===== src/rtl/counter_updown_param.sv =====
// Parametrised up/down counter with modulus, step, wrap/saturate mode,
// synchronous clear/load, combinational terminal count and a registered boundary pulse.
module counter_updown_param #(
    parameter int unsigned     WIDTH    = 8,
    parameter longint unsigned MAX_VAL  = (64'd1 << WIDTH) - 64'd1,
    parameter longint unsigned STEP     = 1,
    parameter bit              SATURATE = 1'b0
) (
    input  logic             p_clk_in,
    input  logic             p_rst,
    input  logic             p_en,
    input  logic             p_dir,
    input  logic             p_clr,
    input  logic             p_load,
    input  logic [WIDTH-1:0] p_load_val,
    output logic [WIDTH-1:0] count,
    output logic             tc,
    output logic             ovf
);

    generate
        if (WIDTH < 2 || WIDTH > 32) begin : g_bad_width
            $error("counter_updown_param: WIDTH must be 2..32");
        end
        if (MAX_VAL < 1 || MAX_VAL > ((64'd1 << WIDTH) - 64'd1)) begin : g_bad_max
            $error("counter_updown_param: MAX_VAL must be 1..2^WIDTH-1");
        end
        if (STEP < 1 || STEP > MAX_VAL) begin : g_bad_step
            $error("counter_updown_param: STEP must be 1..MAX_VAL");
        end
    endgenerate

    // One extra bit so count+STEP and count+modulus never truncate before the compare.
    localparam longint unsigned MOD_L  = MAX_VAL + 64'd1;
    localparam logic [WIDTH:0]   MAX_W  = MAX_VAL[WIDTH:0];
    localparam logic [WIDTH:0]   STEP_W = STEP[WIDTH:0];
    localparam logic [WIDTH:0]   MOD_W  = MOD_L[WIDTH:0];
    localparam logic [WIDTH-1:0] MAX_C  = MAX_VAL[WIDTH-1:0];

    logic [WIDTH:0]   cnt_ext;
    logic [WIDTH:0]   sum_up;
    logic             up_ok;
    logic             dn_ok;
    logic [WIDTH-1:0] count_nxt;
    logic             ovf_nxt;

    assign cnt_ext = {1'b0, count};
    assign sum_up  = cnt_ext + STEP_W;
    assign up_ok   = (sum_up <= MAX_W);
    assign dn_ok   = (cnt_ext >= STEP_W);

    always_comb begin
        count_nxt = count;
        ovf_nxt   = 1'b0;
        if (p_clr) begin
            count_nxt = '0;
        end else if (p_load) begin
            count_nxt = ({1'b0, p_load_val} > MAX_W) ? MAX_C : p_load_val;
        end else if (p_en) begin
            if (p_dir) begin
                if (up_ok) begin
                    count_nxt = WIDTH'(sum_up);
                end else begin
                    ovf_nxt   = 1'b1;
                    count_nxt = SATURATE ? MAX_C : WIDTH'(sum_up - MOD_W);
                end
            end else begin
                if (dn_ok) begin
                    count_nxt = WIDTH'(cnt_ext - STEP_W);
                end else begin
                    ovf_nxt   = 1'b1;
                    count_nxt = SATURATE ? '0 : WIDTH'(cnt_ext + MOD_W - STEP_W);
                end
            end
        end
    end

    always_ff @(posedge p_clk_in or negedge p_rst) begin
        if (!p_rst) begin
            count <= '0;
            ovf   <= 1'b0;
        end else begin
            count <= count_nxt;
            ovf   <= ovf_nxt;
        end
    end

    assign tc = (p_dir & (count == MAX_C)) | (~p_dir & (count == '0));

endmodule


===== config.mk =====
export PLATFORM = sky130hd
export DESIGN_NAME = counter_updown_param
export DESIGN_NICKNAME = d
export VERILOG_FILES = /design/src/rtl/counter_updown_param.sv
export SDC_FILE = /design/constraint.sdc
export NUM_CORES = 1
export LEC_CHECK = 0
export BUFFER_PORTS_ARGS = -buffer_cell sky130_fd_sc_hd__buf_2
export CAP_MARGIN = 20
export CORE_ASPECT_RATIO = 0.8
export CORE_MARGIN = 1.5
export CORE_UTILIZATION = 50
export DETAILED_ROUTE_END_ITERATION = 8
export GPL_TIMING_DRIVEN = 1
export PLACE_DENSITY = 0.84
export SKIP_CTS_REPAIR_TIMING = 1
export SLEW_MARGIN = 20
export SYNTH_ARGS = -nofsm -noshare
export SYNTH_HDL_FRONTEND = slang
export SYNTH_SLANG_ARGS = --single-unit
export TNS_END_PERCENT = 100

===== constraint.sdc =====
create_clock -name p_clk_in -period 1.8 [get_ports p_clk_in]
set_input_delay 0.27 -clock p_clk_in [delete_from_list [all_inputs] [get_ports p_clk_in]]
set_output_delay 0.27 -clock p_clk_in [all_outputs]
set_load 0.03 [all_outputs]

Yosys cells after proc, flatten, opt, wreduce, memory -nomap -nowiden
Cells that the tools add are included.
- output and inout bits: 10
- word-level logic and storage cells: 28
- register bits: 9
- bitwise gates (word level): 4
- muxes and demuxes: 12
- add/sub/neg operators: 5
- equal/unequal tests: 1
- reductions and logical operators: 2
- $lt $le $gt $ge: 2
- operators with widths (operator ; number):
    $mux 8 ; 6
    $sub 8x1->8 const B ; 3
    $add 8x1->9 const B ; 1
    $le 9x8->1 const B ; 1
    $add 8x1->8 const B ; 1
    $eq 8x8->1 const B ; 1
    $ge 8x1->1 const B ; 1
    $logic_not 8->1 ; 1
    $mux 1 ; 6
    $reduce_bool 3->1 ; 1
    $and 1x1->1 ; 2
    $not 1->1 ; 1
    $or 1x1->1 ; 1

Logic depth before layout (Yosys ltp)
Gate-level depths: netlist of the first run.
- word-level depth: 7
- mapped depth: 8

Least setup slack after synthesis of the first run
Ideal clock, no wire load.
- path type: flip-flop to output port
- start point: reg count[1]
- end point: out tc
- setup slack: -0.262 ns
- cell stages (with the launch flop): 5
- required time: 1.530 ns
- arrival: 1.792 ns
- cells stage by stage: dfrtp_1 -> ha_1 -> and4_2 -> nand4_1 -> mux2i_1
- word-level cells in the longest chain between the ends: 3
- elaborated cells between the ends (all ways): 5
- those cells by class: eq/ne: 1; bitwise: 3; reduce/logical: 1
- RTL lines (what ; line ; text):
    start, declared ; 16 ; output logic [WIDTH-1:0] count,
    start signal, assigned ; 83 ; count <= count_nxt;
    $eq 8x8->1 / $logic_not 8->1 (equally long branches) ; 88 ; assign tc = (p_dir & (count == MAX_C)) | (~p_dir & (count == '0));
    $and 1x1->1 ; 88 ;
    $or 1x1->1 * ; 88 ;
    end, declared ; 17 ; output logic tc,
Every way passes the cells marked *; elsewhere a longest branch is shown, timed or not.

Worst setup path in the final report of the first run
Ends and elaborated chain as after synthesis.

==> out/qor.yml, run 1 <==
status: "finished, violations left"
violations: "setup timing"
ys_ff_latch: 9
clockBufferDepth: 2
cts_tree: "yes"
hold_path_depth: 3
ant_nets: 0
gp_congestion: 0.927
skew_ns: 0.00361
synth-edff-count: 0
criticalPathCategory: "flip-flop to primary output"
min_period_over_period: 1.02
cts_buffers: 3
grt_setup_unrepaired: "yes"
synth_fp_nets: 113
critPathLaunch: "count[1]"
synth_ff_type: "dfrtp_1"
std_cell_rows: 13
synth_area_um2: 847
r2r_end: "count[7]"
drt_pre_antenna_iters: 4
grt_pass1_wl_um: 3190
grt_overflow: 0
period_needed_ns: 1.84
total_power_w: 0.000675
die-area_um2: 1950
grt_usage: 0.227
stdcell_count: 153
area_growth_pct: 34.1
routedWlPerCell_um: 14.7
clkLatencyLatePin_ns: 0.27
hold_ws_ns: 0.240
cts.sinks: 9
hold_viol: 0
grt_pass1_vias: 683
cp.arrival_ns: 1.57
placed_cells: 139
cts.htree.levels: 1
tightest_slew_ns: 0.302
hold_class: "input pin to flip-flop"
wirelength_um: 2250
path_clk_slew_ns: 0.06
seq_area_frac_synth: 0.266
crit_path_start_kind: "flip-flop"
viasPerCell: 5.66
setup_ws_ns: -0.0370
drc: 0
fmax_ghz: 0.544
synth.avg_cell_area_um2: 8.92
ir_worst_vdd_mv: 0.535
drv_cap: 0
r2r-start: "count[0]"
worst-path-max-fanout: 5
post-route-util: 0.706
worstPathRequired_ns: 1.53
cts_root_buf: "clkbuf_4"
num_antenna_cells: 0
layout-drive-gt1-share: 0.443
drv_slew: 0
worstRegToRegCells: 7
via_count: 866
setup_viol: 1
initial_utilization: 0.526
portBuffers: 23
io-pin-count: 24
synthCells: 95
synth_cell_types: 42
ys_async_sr_fraction: 1.00
power_density_nw_per_um2: 594
leakagePower_nw: 0.495
slew_headroom: 0.797
crit_path_end_kind: "primary output"
grt_max_degree: 13
grt_antenna_before_repair: 0
synth_warnings: 0
core_um2: 1610
die_h_um: 39.8
r2r_slack_ns: 0.03
final_net_count: 150
crit_path_end: "tc"
hpwl_um: 1490
die_w_um: 49.0
drt_iter0_markers: 22
fillers: 139
==> cell usage in the layout (no fill, tap or decap), types with 3 or more instances in the layout <==
cell type,synthesis,routed
buf_2,1,22
buf_4,1,15
nor2_1,13,13
xnor2_1,7,7
dfrtp_2,0,5
mux2i_1,5,4
dfrtp_1,9,4
inv_1,5,3
a21oi_1,3,3
nand2_1,3,3
o21ai_0,3,3
clkbuf_4,0,3
==> flip-flops by register name (all words and copies together), names as in the netlist <==
name,count
ovf,1
count,8
==> synthesized netlist by cell type (2+ instances only) <==
cell	instances	area [um^2]
dfrtp_1	9	225
o21ai_0	3	15.0
clkbuf_8	3	41.3
xor2_1	2	17.5
ha_1	4	50.1
a21oi_1	3	15.0
a211oi_1	2	15.0
mux2i_1	5	50.1
a31oi_1	2	12.5
nand4_1	2	12.5
nor2_1	13	48.8
nor4_1	3	18.8
xnor2_1	7	61.3
inv_1	5	18.8
nand3_1	2	10.0
nand2_1	3	11.3
and4_1	2	17.5
==> metrics by stage <==
step | area [um^2] | setup TNS, ns | setup slack [ns]
3_5_place_dp | 966 | 0 | 0.0711
2_1_floorplan | 861 | 0 | 0.0265
3_3_place_gp | 966 | 0 | 0.109
5_1_grt | 1140 | -0.141 | -0.0901
4_1_cts | 992 | -0.227 | -0.227
6_report | 1140 | -0.0370 | -0.0370
==> routing by layer <==
| layer | track usage | wire length (um) |
|---|---|---|
| met1 | 0.290 | 1020 |
| met2 | 0.370 | 1030 |
| met3 | 0.0840 | 158 |
| met4 | 0.0429 | 29 |
| met5 | 0 | 0 |
==> critical path, stage by stage (launching register included) <==
cell	delay, ns
dfrtp_2	0.43
ha_4	0.17
and4_4	0.20
nand4_1	0.16
mux2i_4	0.19
buf_6	0.15
==> report_power, final <==
part | internal (W) | switching, W
Clock | 0.0000858 | 0.0000761
Sequential | 0.000218 | 0.0000309
Combinational | 0.000125 | 0.000139
Total | 0.000429 | 0.000246
==> area by class of cell <==
| type | instances | area [um^2] | area share |
|---|---|---|---|
| Timing Repair Buffer | 40 | 255 | 0.225 |
| Clock buffer | 4 | 26.3 | 0.0231 |
| Sequential cell | 9 | 231 | 0.204 |
| Multi-Input combinational cell | 72 | 568 | 0.500 |
| Inverter | 6 | 27.5 | 0.0242 |
| Tap cell | 22 | 27.5 | 0.0242 |
==> cells by family after synthesis <==
kind of cell | Yosys count | share of synthesized area
AO/OA/AOI/OAI | 18 | 0.145
XOR/XNOR | 9 | 0.0931
adder cells (fa/ha/maj) | 4 | 0.0591
buffers and inverters | 14 | 0.133
flip-flops | 9 | 0.266
multiplexers | 5 | 0.0591
AND/OR/NAND/NOR | 36 | 0.245
==> worst min path at each step <==
stage | startpoint | to | slack (ns)
final | p_load_val[0] | count[0] | 0.24
after global routing | p_load_val[4] | count[4] | 0.25
after CTS | p_rst | ovf | -0.15
after detailed placement | p_rst | ovf | 0.14
after global placement | p_rst | ovf | 0.13
after floorplan | p_rst | count[0] | -0.03
(Power assumes the default switching activity.)
==> run 2: changes to the inputs <==
--- a/config.mk
+++ b/config.mk
@@ -13,6 +13,7 @@
 export DETAILED_ROUTE_END_ITERATION = 8
 export GPL_TIMING_DRIVEN = 1
 export PLACE_DENSITY = 0.84
+export REMOVE_ABC_BUFFERS = 1
 export SKIP_CTS_REPAIR_TIMING = 1
 export SLEW_MARGIN = 20
 export SYNTH_ARGS = -nofsm -noshare
==> run 2 against run 1 <==
The flow still finishes with violations (setup timing). Worst setup slack worse by 0.086 ns. Critical path depth is 1 lower. Design area is 10% lower. Critical path type unchanged. Critical endpoint unchanged. Largest power group is now registers.
==> out/qor.yml, run 2 (synthesized netlist as in run 1, its figures left out) <==
period_needed_ns: 1.92
worstRegToRegCells: 5
drc: 0
hpwl_um: 1480
cts.htree.levels: 1
slew_headroom: 0.826
hold_viol: 0
setup_ws_ns: -0.123
worst-path-max-fanout: 7
max_flop_register: "count"
power_density_nw_per_um2: 623
core_um2: 1610
clockBufferDepth: 2
ir_worst_vdd_mv: 0.414
die_w_um: 49.0
drt_iter0_markers: 17
drv_slew: 0
die-area_um2: 1950
cp.arrival_ns: 1.65
cts_buffers: 3
r2r_slack_ns: 0.04
reg_top3: "count: 8 flops, ovf: 1 flops"
grt_overflow: 0
wirelength_um: 2160
largest_reg_flops: 8
dp_slack_ns: 0.101
cts_tree: "yes"
mostFrequentLayoutCells: "buf_2, nor2_1, buf_4"
hold_path_depth: 3
grt_usage: 0.238
die_h_um: 39.8
grt_pass1_vias: 755
area_growth_pct: 20.5
min_period_over_period: 1.07
total_power_w: 0.000636
crit_path_end_kind: "primary output"
grt_setup_unrepaired: "yes"
placed_cells: 138
cts_root_buf: "clkbuf_4"
worstPathRequired_ns: 1.53
final_net_count: 142
tightest_slew_ns: 0.260
post-route-util: 0.634
grt_pass1_wl_um: 3350
leakagePower_nw: 0.452
initial_utilization: 0.526
stdcell_count: 145
cts.sinks: 9
viasPerCell: 5.70
io-pin-count: 24
skew_ns: 0.00320
violations: "setup timing"
num_antenna_cells: 0
criticalPathCategory: "flip-flop to primary output"
drt_pre_antenna_iters: 4
crit_path_start_kind: "flip-flop"
mostFrequentLayoutCell: "buf_2"
routedWlPerCell_um: 14.9
gp_congestion: 0.943
clkLatencyLatePin_ns: 0.26
fmax_ghz: 0.520
status: "finished, violations left"
grt_antenna_before_repair: 0
setup_viol: 1
hold_class: "input pin to flip-flop"
drv_cap: 0
path_clk_slew_ns: 0.06
ant_nets: 0
layout-drive-gt1-share: 0.358
portBuffers: 23
std_cell_rows: 13
grt_max_degree: 13
via_count: 826
[run 2: cell types whose count changed in the layout (fill, tap and decap cells not counted), moves of 2 or more]
cell and delta:
inv_4 -2, buf_6 -2, ha_4 -2, inv_1 +2, ha_1 +2, buf_4 -6
[run 2: area by class of cell]
class	count	area, um^2
clock buffers	4	26.3
fillers	148	589
inverters	6	22.5
multi-input cells	72	526
flip-flops and latches	9	231
well taps	22	27.5
repair buffers	32	188
[run 2: report_power, final]
part / switching, W / internal (W)
clock network: 0.0000719 / 0.0000855
registers: 0.0000329 / 0.000218
logic: 0.000128 / 0.0000992
total: 0.000233 / 0.000403
[run 2: through the flow]
| step | hold WS [ns] | TNS [ns] | area [um^2] |
|---|---|---|---|
| after floorplan | -0.0256 | -0.302 | 757 |
| after global placement | 0.128 | 0 | 945 |
| after detailed placement | 0.138 | 0 | 945 |
| after CTS | -0.146 | -0.160 | 971 |
| after global routing | 0.264 | -0.127 | 1020 |
| final | 0.245 | -0.123 | 1020 |
[run 2: worst paths after layout]
path	start	endpoint
max	count[4]	tc
min	p_load_val[0]	count[0]
max reg2reg	count[4]	count[7]
min reg2reg	count[7]	ovf
max in group asynchronous	p_rst	count[1]
min in group asynchronous	p_rst	count[2]
[run 2: critical path, stage by stage, from the launching register on]
cell      delay [ns]
dfrtp_2         0.49
nor4_4          0.32
nand4b_1        0.16
mux2i_1         0.21
buf_4           0.21
[run 2: routing by layer]
layer,GRT usage,up-vias,part of all wire,wire length [um]
li1,-,394,-,-
met1,0.289,379,0.44,951
met2,0.425,45,0.46,995
met5,0,-,0,0
met4,0.0500,0,0.021,46
met3,0.0725,8,0.075,161
==> run 3: changes to the inputs <==
--- a/config.mk
+++ b/config.mk
@@ -8,7 +8,6 @@
 export BUFFER_PORTS_ARGS = -buffer_cell sky130_fd_sc_hd__buf_2
 export CAP_MARGIN = 20
 export CORE_ASPECT_RATIO = 0.8
-export CORE_MARGIN = 1.5
 export CORE_UTILIZATION = 50
 export DETAILED_ROUTE_END_ITERATION = 8
 export GPL_TIMING_DRIVEN = 1
==> run 3 against run 2 <==
Die area down 4.5%. Worst setup slack better by 0.13 ns. Maximum frequency up 7.2%. Critical endpoint unchanged. Non-clock buffer count up 5. First-iteration DRC count rose to 2.8 times the previous value. Combinational power up 12%. Sequential share of layout area down 1.5 points. Critical path type unchanged. The run now ends clean. Flip-flop and latch count unchanged. Clock-buffer cell count unchanged. Largest power group is now combinational logic. Global-route usage up 2.3 points. Utilization up 10 points. Via count up 5.2%.
==> out/qor.yml, run 3 (synthesized netlist as in run 1, its figures left out) <==
seq_power_share: 0.371
fmax_ghz: 0.558
crit_family: "flip-flops"
sw_frac_of_total: 0.372
die-area_um2: 1860
min_period_over_period: 0.996
drv_slew: 0
mostFrequentLayoutCells: "buf_2, nor2_1, buf_4"
io-pin-count: 24
gp_congestion: 0.965
combPwrFrac: 0.382
status: "finished, final reports clean"
grt_pass1_vias: 692
crit_path_start_kind: "flip-flop"
critPathBufInv: 1
hold_viol: 0
clkLatencyLatePin_ns: 0.27
die_h_um: 38.8
path_clk_slew_ns: 0.07
slowest_delay_ns: 0.44
via_count: 869
slew_headroom: 0.831
cts.htree.levels: 1
leakagePower_nw: 0.480
cts.sinks: 9
crit_chain: "ha_4 -> and4_4 -> nand4_1 -> mux2i_1 -> buf_4"
grt_overflow: 0
clkPwrFrac: 0.247
drv_cap: 0
drt_iter0_markers: 48
max_flop_register: "count"
portBuffers: 23
routedWlPerCell_um: 15.4
mostFrequentLayoutCell: "buf_2"
fin_area_um2: 1090
period_needed_ns: 1.79
placed_area_um2: 951
grt_pass1_wl_um: 3260
setup_ws_ns: 0.00649
ir_worst_vdd_mv: 0.707
num_antenna_cells: 0
wirelength_um: 2300
dp_slack_ns: 0.0639
initial_utilization: 0.570
cts_tree: "yes"
skew_ns: 0.00608
core_um2: 1490
crit_slowest_cell: "dfrtp_2"
cp.arrival_ns: 1.52
viasPerCell: 5.83
die_w_um: 48.0
cts_buffers: 3
hpwl_um: 1620
criticalPathCategory: "flip-flop to primary output"
power_density_nw_per_um2: 608
final_net_count: 147
cts_root_buf: "clkbuf_4"
largest_reg_flops: 8
area_growth_pct: 28.8
tightest_slew_ns: 0.250
reg_top3: "count: 8 flops, ovf: 1 flops"
grt_setup_unrepaired: "yes"
hold_class: "input pin to flip-flop"
post-route-util: 0.734
drc: 0
grt_max_degree: 13
clockBufferDepth: 2
setup_viol: 0
drt_pre_antenna_iters: 4
p_int_w: 0.000417
std_cell_rows: 12
worstPathRequired_ns: 1.53
worst-path-max-fanout: 6
power.switching_w: 0.000247
crit_path_end_kind: "primary output"
grt_usage: 0.261
ant_nets: 0
layout-drive-gt1-share: 0.398
grt_antenna_before_repair: 0
fin_tns_setup_ns: 0
run 3: cell count changes in the layout (fill, tap and decap cells not counted):
cell | before | now
buf_6 | 0 | 1
o21ai_0 | 2 | 3
ha_4 | 0 | 1
a211oi_2 | 1 | 2
ha_1 | 4 | 3
a211oi_1 | 2 | 1
buf_12 | 0 | 1
buf_4 | 9 | 12
o21ai_1 | 2 | 1
run 3: through the flow:
stage	hold WS [ns]	instances	power [W]
2_1_floorplan	-0.0256	87	0.000374
3_3_place_gp	0.128	138	0.000459
3_5_place_dp	0.141	138	0.000462
4_1_cts	-0.146	142	0.000624
5_1_grt	0.265	149	0.000699
6_report	0.243	149	0.000664
run 3: power by group through the flow:
stage	registers, W	clock network, W	logic, W
after CTS	0.000240	0.000165	0.000220
after floorplan	0.000277	0	0.0000970
after global placement	0.000242	0	0.000217
after global routing	0.000247	0.000181	0.000271
final	0.000246	0.000164	0.000254
after detailed placement	0.000243	0	0.000218
run 3: routing by layer:
metal | up-vias | track usage | routed length (um)
met2 | 72 | 0.409 | 1080
met5 | - | 0 | 0
met4 | 0 | 0.0556 | 25
met3 | 4 | 0.0701 | 240
met1 | 388 | 0.354 | 955
li1 | 405 | - | -
run 3: layout make-up:
class / count / area (um^2)
multi-input combinational: 72 / 543
fill: 102 / 395
clock buffer: 4 / 26.3
tap: 21 / 26.3
inverter: 6 / 22.5
sequential: 9 / 231
timing repair buffer: 37 / 241
run 3: path summary, 6_finish.rpt:
| path | startpoint | endpoint | slack, ns | depth (start not counted) |
|---|---|---|---|---|
| setup / recovery | count[1] | tc | 0.006 | 5 |
| hold / removal | p_load_val[6] | count[6] | 0.24 | 3 |
| setup reg to reg | count[1] | count[5] | 0.03 | 6 |
| hold reg to reg | count[7] | count[7] | 0.77 | 2 |
| max in group asynchronous | p_rst | count[1] | 1.19 | 2 |
| min in group asynchronous | p_rst | count[7] | 0.39 | 2 |
run 3: worst reg2reg max path: cells and delay by family, from the launching register on:
kind | cells | cell delay [ns]
compound gates | 2 | 0.41
flops | 1 | 0.46
xor+xnor | 1 | 0.15
buf+inv | 1 | 0.16
simple gates | 2 | 0.50
